File: config.mk
export PLATFORM = sky130hd
export DESIGN_NAME = muldiv_unit
export DESIGN_NICKNAME = d
export VERILOG_FILES = /design/src/rtl/muldiv_pkg.sv /design/src/rtl/muldiv_step.sv /design/src/rtl/muldiv_unit.sv
export SDC_FILE = /design/constraint.sdc
export NUM_CORES = 1
export LEC_CHECK = 0
export BUFFER_PORTS_ARGS = -buffer_cell sky130_fd_sc_hd__buf_2
export CAP_MARGIN = 5
export CORE_MARGIN = 2
export CORE_UTILIZATION = 45
export DETAILED_ROUTE_END_ITERATION = 16
export SLEW_MARGIN = 20
export SYNTH_ARGS = -nofsm -noshare
export SYNTH_HDL_FRONTEND = slang
export SYNTH_SLANG_ARGS = --single-unit
File: constraint.sdc
create_clock -name clock -period 9.5 [get_ports clock]
set_input_delay 0.95 -clock clock [delete_from_list [all_inputs] [get_ports clock]]
set_output_delay 0.95 -clock clock [all_outputs]
set_load 0.005 [all_outputs]
File: src/rtl/muldiv_pkg.sv
// muldiv_pkg: op/state encodings and constants shared by the multiply/divide unit.
package muldiv_pkg;
    localparam int WIDTH_DEF = 16;
    localparam logic [WIDTH_DEF-1:0] DIV0_QUOT = '1;
    typedef enum logic [1:0] {MUL_LO = 2'b00, MUL_HI = 2'b01, DIV = 2'b10, REM = 2'b11} op_e;
    typedef enum logic [1:0] {S_IDLE, S_RUN, S_DONE} state_e;
endpackage

File: src/rtl/muldiv_step.sv
// muldiv_step: one iteration of shift-add multiply or restoring divide.
module muldiv_step
    import muldiv_pkg::*;
#(
    parameter int WIDTH = WIDTH_DEF
) (
    input  logic               is_div_i,
    input  logic [2*WIDTH-1:0] acc_i,
    input  logic [WIDTH-1:0]   b_i,
    output logic [2*WIDTH-1:0] acc_o
);
    logic [WIDTH:0] sum, rem_sh, diff;
    // MUL: {hi,lo} with multiplier bits consumed from lo; DIV: {rem,dividend->quotient}
    assign sum    = {1'b0, acc_i[2*WIDTH-1:WIDTH]} + (acc_i[0] ? {1'b0, b_i} : '0);
    assign rem_sh = acc_i[2*WIDTH-1:WIDTH-1];
    assign diff   = rem_sh - {1'b0, b_i};
    assign acc_o  = !is_div_i   ? {sum, acc_i[WIDTH-1:1]}
                  : diff[WIDTH] ? {rem_sh[WIDTH-1:0], acc_i[WIDTH-2:0], 1'b0}
                  :               {diff[WIDTH-1:0], acc_i[WIDTH-2:0], 1'b1};
endmodule

File: src/rtl/muldiv_unit.sv
// muldiv_unit: iterative WIDTH-cycle multiply/divide with register write-back request.
// Define MULDIV_SIGNED_EN to add the op_signed port for two's-complement operation.
module muldiv_unit
    import muldiv_pkg::*;
#(
    parameter int WIDTH  = WIDTH_DEF,
    parameter int ADDR_W = 3
) (
    input  logic              clock,
    input  logic              reset,
    input  logic              start,
    input  logic [1:0]        op,
    input  logic [WIDTH-1:0]  a,
    input  logic [WIDTH-1:0]  b,
    input  logic [ADDR_W-1:0] dest,
`ifdef MULDIV_SIGNED_EN
    input  logic              op_signed,
`endif
    output logic              busy,
    output logic              done,
    output logic [WIDTH-1:0]  result,
    output logic [ADDR_W-1:0] wr_addr,
    output logic              div_zero
);
    localparam int CW = $clog2(WIDTH);
    state_e             state_q;
    op_e                op_q;
    logic [CW-1:0]      cnt_q;
    logic [2*WIDTH-1:0] acc_q, acc_d, prod;
    logic [WIDTH-1:0]   b_q, a_mag, b_mag, quo, rem, res_d, result_q;
    logic [ADDR_W-1:0]  dest_q, wr_addr_q;
    logic               neg_q, neg_d, busy_q, done_q, div_zero_q;
`ifdef MULDIV_SIGNED_EN
    logic sa, sb;
    assign sa    = op_signed & a[WIDTH-1];
    assign sb    = op_signed & b[WIDTH-1];
    assign a_mag = sa ? -a : a;
    assign b_mag = sb ? -b : b;
    assign neg_d = (op == REM) ? sa : sa ^ sb;
`else
    assign a_mag = a;
    assign b_mag = b;
    assign neg_d = 1'b0;
`endif
    muldiv_step #(.WIDTH(WIDTH)) u_step (
        .is_div_i(op_q[1]),
        .acc_i   (acc_q),
        .b_i     (b_q),
        .acc_o   (acc_d)
    );
    // Sign fix-up is applied to the final iteration's output as DONE is entered
    assign prod  = neg_q ? -acc_d : acc_d;
    assign quo   = neg_q ? -acc_d[WIDTH-1:0] : acc_d[WIDTH-1:0];
    assign rem   = neg_q ? -acc_d[2*WIDTH-1:WIDTH] : acc_d[2*WIDTH-1:WIDTH];
    assign res_d = (op_q == MUL_LO) ? prod[WIDTH-1:0]
                 : (op_q == MUL_HI) ? prod[2*WIDTH-1:WIDTH]
                 : (op_q == DIV)    ? quo : rem;
    always_ff @(posedge clock) begin
        if (reset) begin
            state_q    <= S_IDLE;
            op_q       <= MUL_LO;
            cnt_q      <= '0;
            acc_q      <= '0;
            b_q        <= '0;
            dest_q     <= '0;
            neg_q      <= 1'b0;
            busy_q     <= 1'b0;
            done_q     <= 1'b0;
            result_q   <= '0;
            wr_addr_q  <= '0;
            div_zero_q <= 1'b0;
        end else begin
            done_q <= 1'b0;
            case (state_q)
                S_IDLE: if (start) begin
                    op_q   <= op_e'(op);
                    cnt_q  <= '0;
                    acc_q  <= {{WIDTH{1'b0}}, a_mag};
                    b_q    <= b_mag;
                    dest_q <= dest;
                    neg_q  <= neg_d;
                    busy_q <= 1'b1;
                    if (op[1] && b == '0) begin
                        state_q    <= S_DONE;
                        done_q     <= 1'b1;
                        result_q   <= op[0] ? a : WIDTH'(DIV0_QUOT);
                        wr_addr_q  <= dest;
                        div_zero_q <= 1'b1;
                    end else begin
                        state_q    <= S_RUN;
                        div_zero_q <= 1'b0;
                    end
                end
                S_RUN: begin
                    acc_q <= acc_d;
                    cnt_q <= cnt_q + CW'(1);
                    if (cnt_q == CW'(WIDTH - 1)) begin
                        state_q   <= S_DONE;
                        done_q    <= 1'b1;
                        result_q  <= res_d;
                        wr_addr_q <= dest_q;
                    end
                end
                default: begin
                    state_q <= S_IDLE;
                    busy_q  <= 1'b0;
                end
            endcase
        end
    end
    assign busy     = busy_q;
    assign done     = done_q;
    assign result   = result_q;
    assign wr_addr  = wr_addr_q;
    assign div_zero = div_zero_q;
endmodule

==> results of run 1 <==
area by class of cell:
cell class | count | area [µm²] | share of cell area [%]
Tap cell | 172 | 215.2 | 3.387
Sequential cell | 81 | 1623 | 25.54
Multi-Input combinational cell | 581 | 3739 | 58.84
Clock inverter | 4 | 52.55 | 0.8271
Timing Repair Buffer | 69 | 365.4 | 5.750
Clock buffer | 12 | 246.5 | 3.879
Inverter | 30 | 112.6 | 1.772
worst max-delay path by stage:
stage | end | slack, ps | depth (start not counted)
after floorplan | result[4] | 6420 | 14
after global placement | result[12] | 5340 | 10
after detailed placement | result[12] | 5130 | 10
after CTS | result[12] | 5490 | 10
after global routing | result[12] | 5270 | 10
final | result[12] | 5490 | 10
synth_stat cells, drive strengths merged, types with 6 or more instances:
library cell / number
a311oi: 7
a21oi: 77
mux2i: 22
nor3: 24
inv: 30
o211ai: 8
o21ai: 30
nand2: 83
buf: 11
a21o: 14
nor2: 84
xor2: 8
nor2b: 7
dfxtp: 81
and3: 6
a221oi: 18
and2: 20
clkbuf: 39
ha: 33
nand3: 19
o21a: 9
xnor2: 16
nand2b: 10
a211oi: 10
per-layer routing:
metal | track usage, % | vias up
li1 | - | 2723
met3 | 3.529 | 23
met1 | 33.71 | 2650
met5 | 0 | -
met4 | 8.492 | 0
met2 | 42.25 | 151
critical path, stage by stage:
cell and delay, ps:
buf_2 100, or4_1 500, nor3_1 320, nand4_1 270, or2_2 400, o21ai_2 390, o21ai_0 550, a221oi_1 420
o21ai_0 150, o21a_1 200
cell families after synthesis:
logic type | after synthesis | share of synthesized area (%)
AOI/OAI and AO/OA | 218 | 26.06
xor gates and xnor gates | 24 | 4.038
adders and majority gates | 35 | 7.988
buffers and inverters | 80 | 5.605
DFF | 81 | 28.60
muxes | 28 | 5.273
and+or+nand+nor | 276 | 22.44
state kept, by name, summed over array words and instances (netlist names):
signal	count
acc_q	32
b_q	16
result	16
cnt_q	4
dest_q	3
wr_addr	3
op_q	2
state_q	2
busy	1
div_zero	1
done	1
where the power goes:
part           switching [mW]  internal [mW]  leakage, nW
Combinational           0.142         0.0929         1.90
Sequential             0.0150          0.354        0.660
Clock                   0.146          0.212        0.147
Total                   0.303          0.659         2.70
metrics by stage:
stage,setup slack (ps),utilization (%),hold slack [ps]
global placement,5337,48.55,441.3
CTS,5486,50.95,451.8
global route,5272,50.97,476.0
finish,5492,50.97,449.3
floorplan,6421,-,436.6
detailed placement,5132,48.55,441.6
==> metrics, run 1 <==
Worst R2R End result[8]; vias in the first global route 5136; Die X approximately 120 µm; Leak 2.703 nW; diodes inserted 0; Post-Syn Area around 5700 µm²; initial antenna violation count 0; #FFs+latches synth 81; VDD IR max 0.00008738 V; Initial Util a little under half; share of cells above drive strength 1 14.03%; Die Span Y 116.3 µm; endpoint kind of the worst setup timing path register; Tcrit/Tclk final between 40% and 50%; final instance area 6354 µm²; worst slew pin tran 993.6 ps; top sig layer met4; highest-count cells in the layout ignoring fill and taps nor2_1 (84), nand2_1 (83), dfxtp_1 (80), a21oi_1 (77), buf_2 (61); max-slew violation count 0; Worst slew margin 33.75%; vias per inst 5.845; Worst Hold End result[7]; run status complete, no violations; sequential fraction of the synthesis area roughly 29%; Yosys warnings 0; setup TNS 0 ps; FP Rows 41; Die Area 13520 µm²; # DRC 0; worst-case clock buffer depth 2; number of flops mapped to enable cells by yosys 0; WL final 16470 µm; FMAX 249.5 MHz; Post-Syn Area per Cell 7.642 µm²; worst-path maximum fanout 24; global route total overflow 0; Post-CTS Setup Bufs 0; CTS tree yes; # fillers ~1300; final hold vios 0; Root Buffer clkbuf_16; # IOs 62; CP required 9740 ps; cts hold-fix bufs 0; main flop type after synthesis dfxtp_1; number of port buffers 61; max-cap viol count 0; WL per Instance approximately 17 µm; post-synthesis cell count between 700 and 800; final setup vio count 0; share of the synthesized area in the top cell type between 20 and 30%; first-pass GRT wire length 26660 µm; RR Startpoint acc_q[15]; leading area contributor after synthesis dfxtp_1; clk sinks 81; routed wl met2 around 7900 µm; placed inst area 6052 µm²; RSZ-0062 raised after global routing false; kind of critical path input port to register; Power Total 0.9617 mW; antenna-violating nets left 0; Final min period between 4000 and 5000 ps; largest net degree at the start of global routing 80; Final HPWL DP around 12000 µm; hold crit path type register to register; area delta synth->final 12.05%; Synth async-reset ratio 0%; WHS Path Cells 2; count of cell types in the netlist 62; skew final 10.63 ps; First-pass DRT Iterations 5; Num CTS Buffers 9; Core ar. 12470 µm²; fin cells 949; top cells by area, synth dfxtp_1 (29%), ha_1 (7.3%), a21oi_1 (6.8%), nor2_1 (5.6%), nand2_1 (5.5%); placed cells 933; Synthesized Nets 817; metal3 WL a little over 700 µm; Pwr Density 151.4 nW/µm²; CP Launch Type input port; H-tree depth 3; DR vias 5547; reg2reg setup slack 5730 ps; routability cong. just over 0.9; Post-Route M1 WL ~7500 µm; Reg2Reg Depth 13; worst skew pair latency 350 ps; Worst-path clk slew 60 ps; Gates resized, CTS repair 0; Critical Path Source b[2]; hold path start result[7]; Post-layout nets 847; most common cell after layout, fill and taps aside nor2_1; initial DRC count 424; GRT Total Usage 25.31%; Worst EP arrival about 4300 ps
Note: power is estimated with default switching activity, not from simulation.
==> run 2, diff against run 1 <==
--- a/config.mk
+++ b/config.mk
@@ -5,11 +5,13 @@
 export SDC_FILE = /design/constraint.sdc
 export NUM_CORES = 1
 export LEC_CHECK = 0
+export ABC_AREA = 1
 export BUFFER_PORTS_ARGS = -buffer_cell sky130_fd_sc_hd__buf_2
 export CAP_MARGIN = 5
 export CORE_MARGIN = 2
 export CORE_UTILIZATION = 45
 export DETAILED_ROUTE_END_ITERATION = 16
+export PLACE_DENSITY = 0.66
 export SLEW_MARGIN = 20
 export SYNTH_ARGS = -nofsm -noshare
 export SYNTH_HDL_FRONTEND = slang
==> constraint.sdc (replaced) <==
create_clock -name clock -period 3.45 [get_ports clock]
set_input_delay 0.345 -clock clock [delete_from_list [all_inputs] [get_ports clock]]
set_output_delay 0.345 -clock clock [all_outputs]
set_load 0.005 [all_outputs]
==> metrics, run 2 <==
count leader, synth nand2_1; VDD IR max 0.0003016 V (+250%); diodes inserted 0 (unchanged); kind of critical path register to register; synth cell count leaders nand2_1 (244), inv_1 (147), a21oi_1 (88); Post-layout nets 1083 (+28%); WP depth 17 (+7); antenna-violating nets left 0 (unchanged); first-pass GRT wire length 28880 µm (+8.3%); most common cell after layout, fill and taps aside nand2_1; share of cells above drive strength 1 13.16% (-0.87 points); Buf/Inv on CP 2 (+1); Power Total 2.599 mW (+170%); main flop type after synthesis dfxtp_1; final setup vio count 0 (unchanged); GRT Total Usage 25.13% (-0.18 points); largest net degree at the start of global routing 53 (-34%); Die Area 14390 µm² (+6.5%); run status complete, no violations; Gates resized, CTS repair 0 (unchanged); Final min period 2702 ps; Yosys warnings 0 (unchanged); initial DRC count 385 (-9.2%); clk sinks 81 (unchanged); # fillers 1420 (+13%); max-slew violation count 0 (unchanged); initial antenna violation count 0 (unchanged); post-synthesis cell count 968 (+30%); final hold vios 0 (unchanged); most frequent cell on the critical path nand2_1; global route total overflow 0 (unchanged); cts hold-fix bufs 0 (unchanged); Synth async-reset ratio 0% (unchanged); Final HPWL DP 13260 µm (+12%); Worst-path clk slew 70 ps (about the same); #FFs+latches synth 81 (unchanged); worst skew pair latency 350 ps (about the same); worst-path maximum fanout 17 (-29%); WL per Instance 14.67 µm (-15%); sequential fraction of the synthesis area 26.79% (-1.8 points); vias per inst 5.227 (-11%); vias in the first global route 5791 (+13%); top cells by area, synth dfxtp_1 (27%), nand2_1 (15%), inv_1 (9.1%), a21oi_1 (7.3%), o21ai_0 (7.1%); setup TNS 0 ps (unchanged); skew final 8.820 ps (-1.810 ps); worst-case clock buffer depth 2 (unchanged); Synthesized Nets 1043 (+28%); FMAX 370.1 MHz; Initial Util 45.88% (+0.39 points); Tcrit/Tclk final 78.32%; highest-count cells in the layout ignoring fill and taps nand2_1 (244), inv_1 (147), a21oi_1 (88), o21ai_0 (86), dfxtp_1 (81); CP Launch Type register; FP Rows 42 (+2.4%); Die Span Y 120.0 µm (+3.2%); DR vias 6205 (+12%); Reg2Reg Depth 17 (+4); endpoint kind of the worst setup timing path register; # DRC 0 (unchanged); Pwr Density 385.0 nW/µm² (+150%); Worst slew margin 40.77% (+7.0 points); number of port buffers 61 (unchanged); max-cap viol count 0 (unchanged); CP required 3730 ps (-6010 ps); share of the synthesized area in the top cell type 26.79% (-1.8 points); leading area contributor after synthesis dfxtp_1; RSZ-0062 raised after global routing false; CP max-delay cell fa_1; WHS Path Cells 3 (+1); First-pass DRT Iterations 5 (unchanged); CTS tree yes; Num CTS Buffers 9 (unchanged); Post-Syn Area per Cell 6.252 µm² (-18%); routability cong. 0.9274 (+2.4%); Die X 120.0 µm (+3.2%); Worst EP arrival 2990 ps (-1260 ps); Post-CTS Setup Bufs 0 (unchanged); worst slew pin tran 887.4 ps (-106.2 ps); hold crit path type input port to register; Core ar. 13190 µm² (+5.8%); Leak 3.504 nW (+30%); count of cell types in the netlist 46 (-26%); crit-path leading delay family simple AND/OR/NAND/NOR gates; area delta synth->final 11.54%; WL final 17410 µm (+5.7%); Largest register FFs 32 (unchanged); largest stage delay on the critical path 380 ps (-170 ps); number of flops mapped to enable cells by yosys 0 (unchanged); worst path cell trace inv_1 -> ha_1 -> inv_1 -> fa_1 -> nand2_1 -> nand2_1 -> nand3_1 -> nand2_2 -> nand2_4 -> nand3_4 -> nand2_4 -> nand2_1 -> nand2_1 -> nand2_1 -> nand2_1 -> nand3_1 -> a21oi_1; # IOs 62 (unchanged); H-tree depth 3 (unchanged); Root Buffer clkbuf_16; Largest Register acc_q; Post-Syn Area 6052 µm² (+6.7%)
-- run 2: cell types whose count changed after synthesis, sizes merged, moves of 11 or more --
cell	delta
a21o	-13
a21oi	+19
a221oi	-17
and2	-18
clkbuf	-11
inv	+120
mux2i	-22
nand2	+181
nand3	+52
nand3b	+14
nor2	-14
nor3	-20
o21ai	+57
xnor2	-15
-- run 2: cell type report --
cell class,instances,area [µm²],share of cell area [%]
clock buffers,10,239.0,3.540
clock inverters,4,55.05,0.8156
inverters,150,563.0,8.341
multi-input cells,695,3671,54.38
flip-flops and latches,81,1622,24.02
well taps,176,220.2,3.262
repair buffers,71,380.4,5.635
-- run 2: cell families after synthesis --
logic type                 after synthesis  share of synthesized area, %
and+or+nand+nor                        440                         32.73
adders and majority gates               35                         7.484
xor gates and xnor gates                 7                         1.013
buffers and inverters                  192                         12.63
AOI/OAI and AO/OA                      213                         19.35
DFF                                     81                         26.79
-- run 2: power by group --
part           switching (mW)  total (mW)  internal, mW
combinational           0.400       0.592         0.192
sequential             0.0408        1.02         0.980
clock                   0.410       0.985         0.575
total                   0.851        2.60          1.75
-- run 2: layer usage --
metal | GRT usage (%) | share of wire [%] | up-vias | wire length (µm)
met5 | 0 | 0 | - | 0
met1 | 32.70 | 47 | 2821 | 8129
met2 | 41.26 | 46 | 141 | 8039
met4 | 8.897 | 2.7 | 0 | 468
li1 | - | - | 3209 | -
met3 | 4.990 | 4.5 | 34 | 777
-- run 2: per-stage QoR --
| step | std cells | instance area [µm²] | hold slack, ps | util, % | setup slack [ps] |
|---|---|---|---|---|---|
| 6_report | 1187 | 6750 | 261.5 | 51.18 | 747.9 |
| 3_3_place_gp | 1173 | 6456 | 450.6 | 48.95 | 804.0 |
| 5_1_grt | 1187 | 6750 | 277.2 | 51.18 | 506.7 |
| 4_1_cts | 1187 | 6750 | 256.3 | 51.18 | 748.0 |
| 2_1_floorplan | 968 | 6052 | 445.3 | - | 1265 |
| 3_5_place_dp | 1173 | 6456 | 444.2 | 48.95 | 771.7 |
-- run 2: tightest hold or removal path: cells and delay by family --
kind	cells	cell delay (ps)
simple gates	1	50
compound gates	1	70
buf+inv	1	100
-- run 2: worst paths after layout --
check | start | endpoint | slack [ps]
max | acc_q[15] | result[14] | 750
min | dest[0] | wr_addr[0] | 260
max reg2reg | acc_q[15] | result[14] | 750
min reg2reg | busy | busy | 460
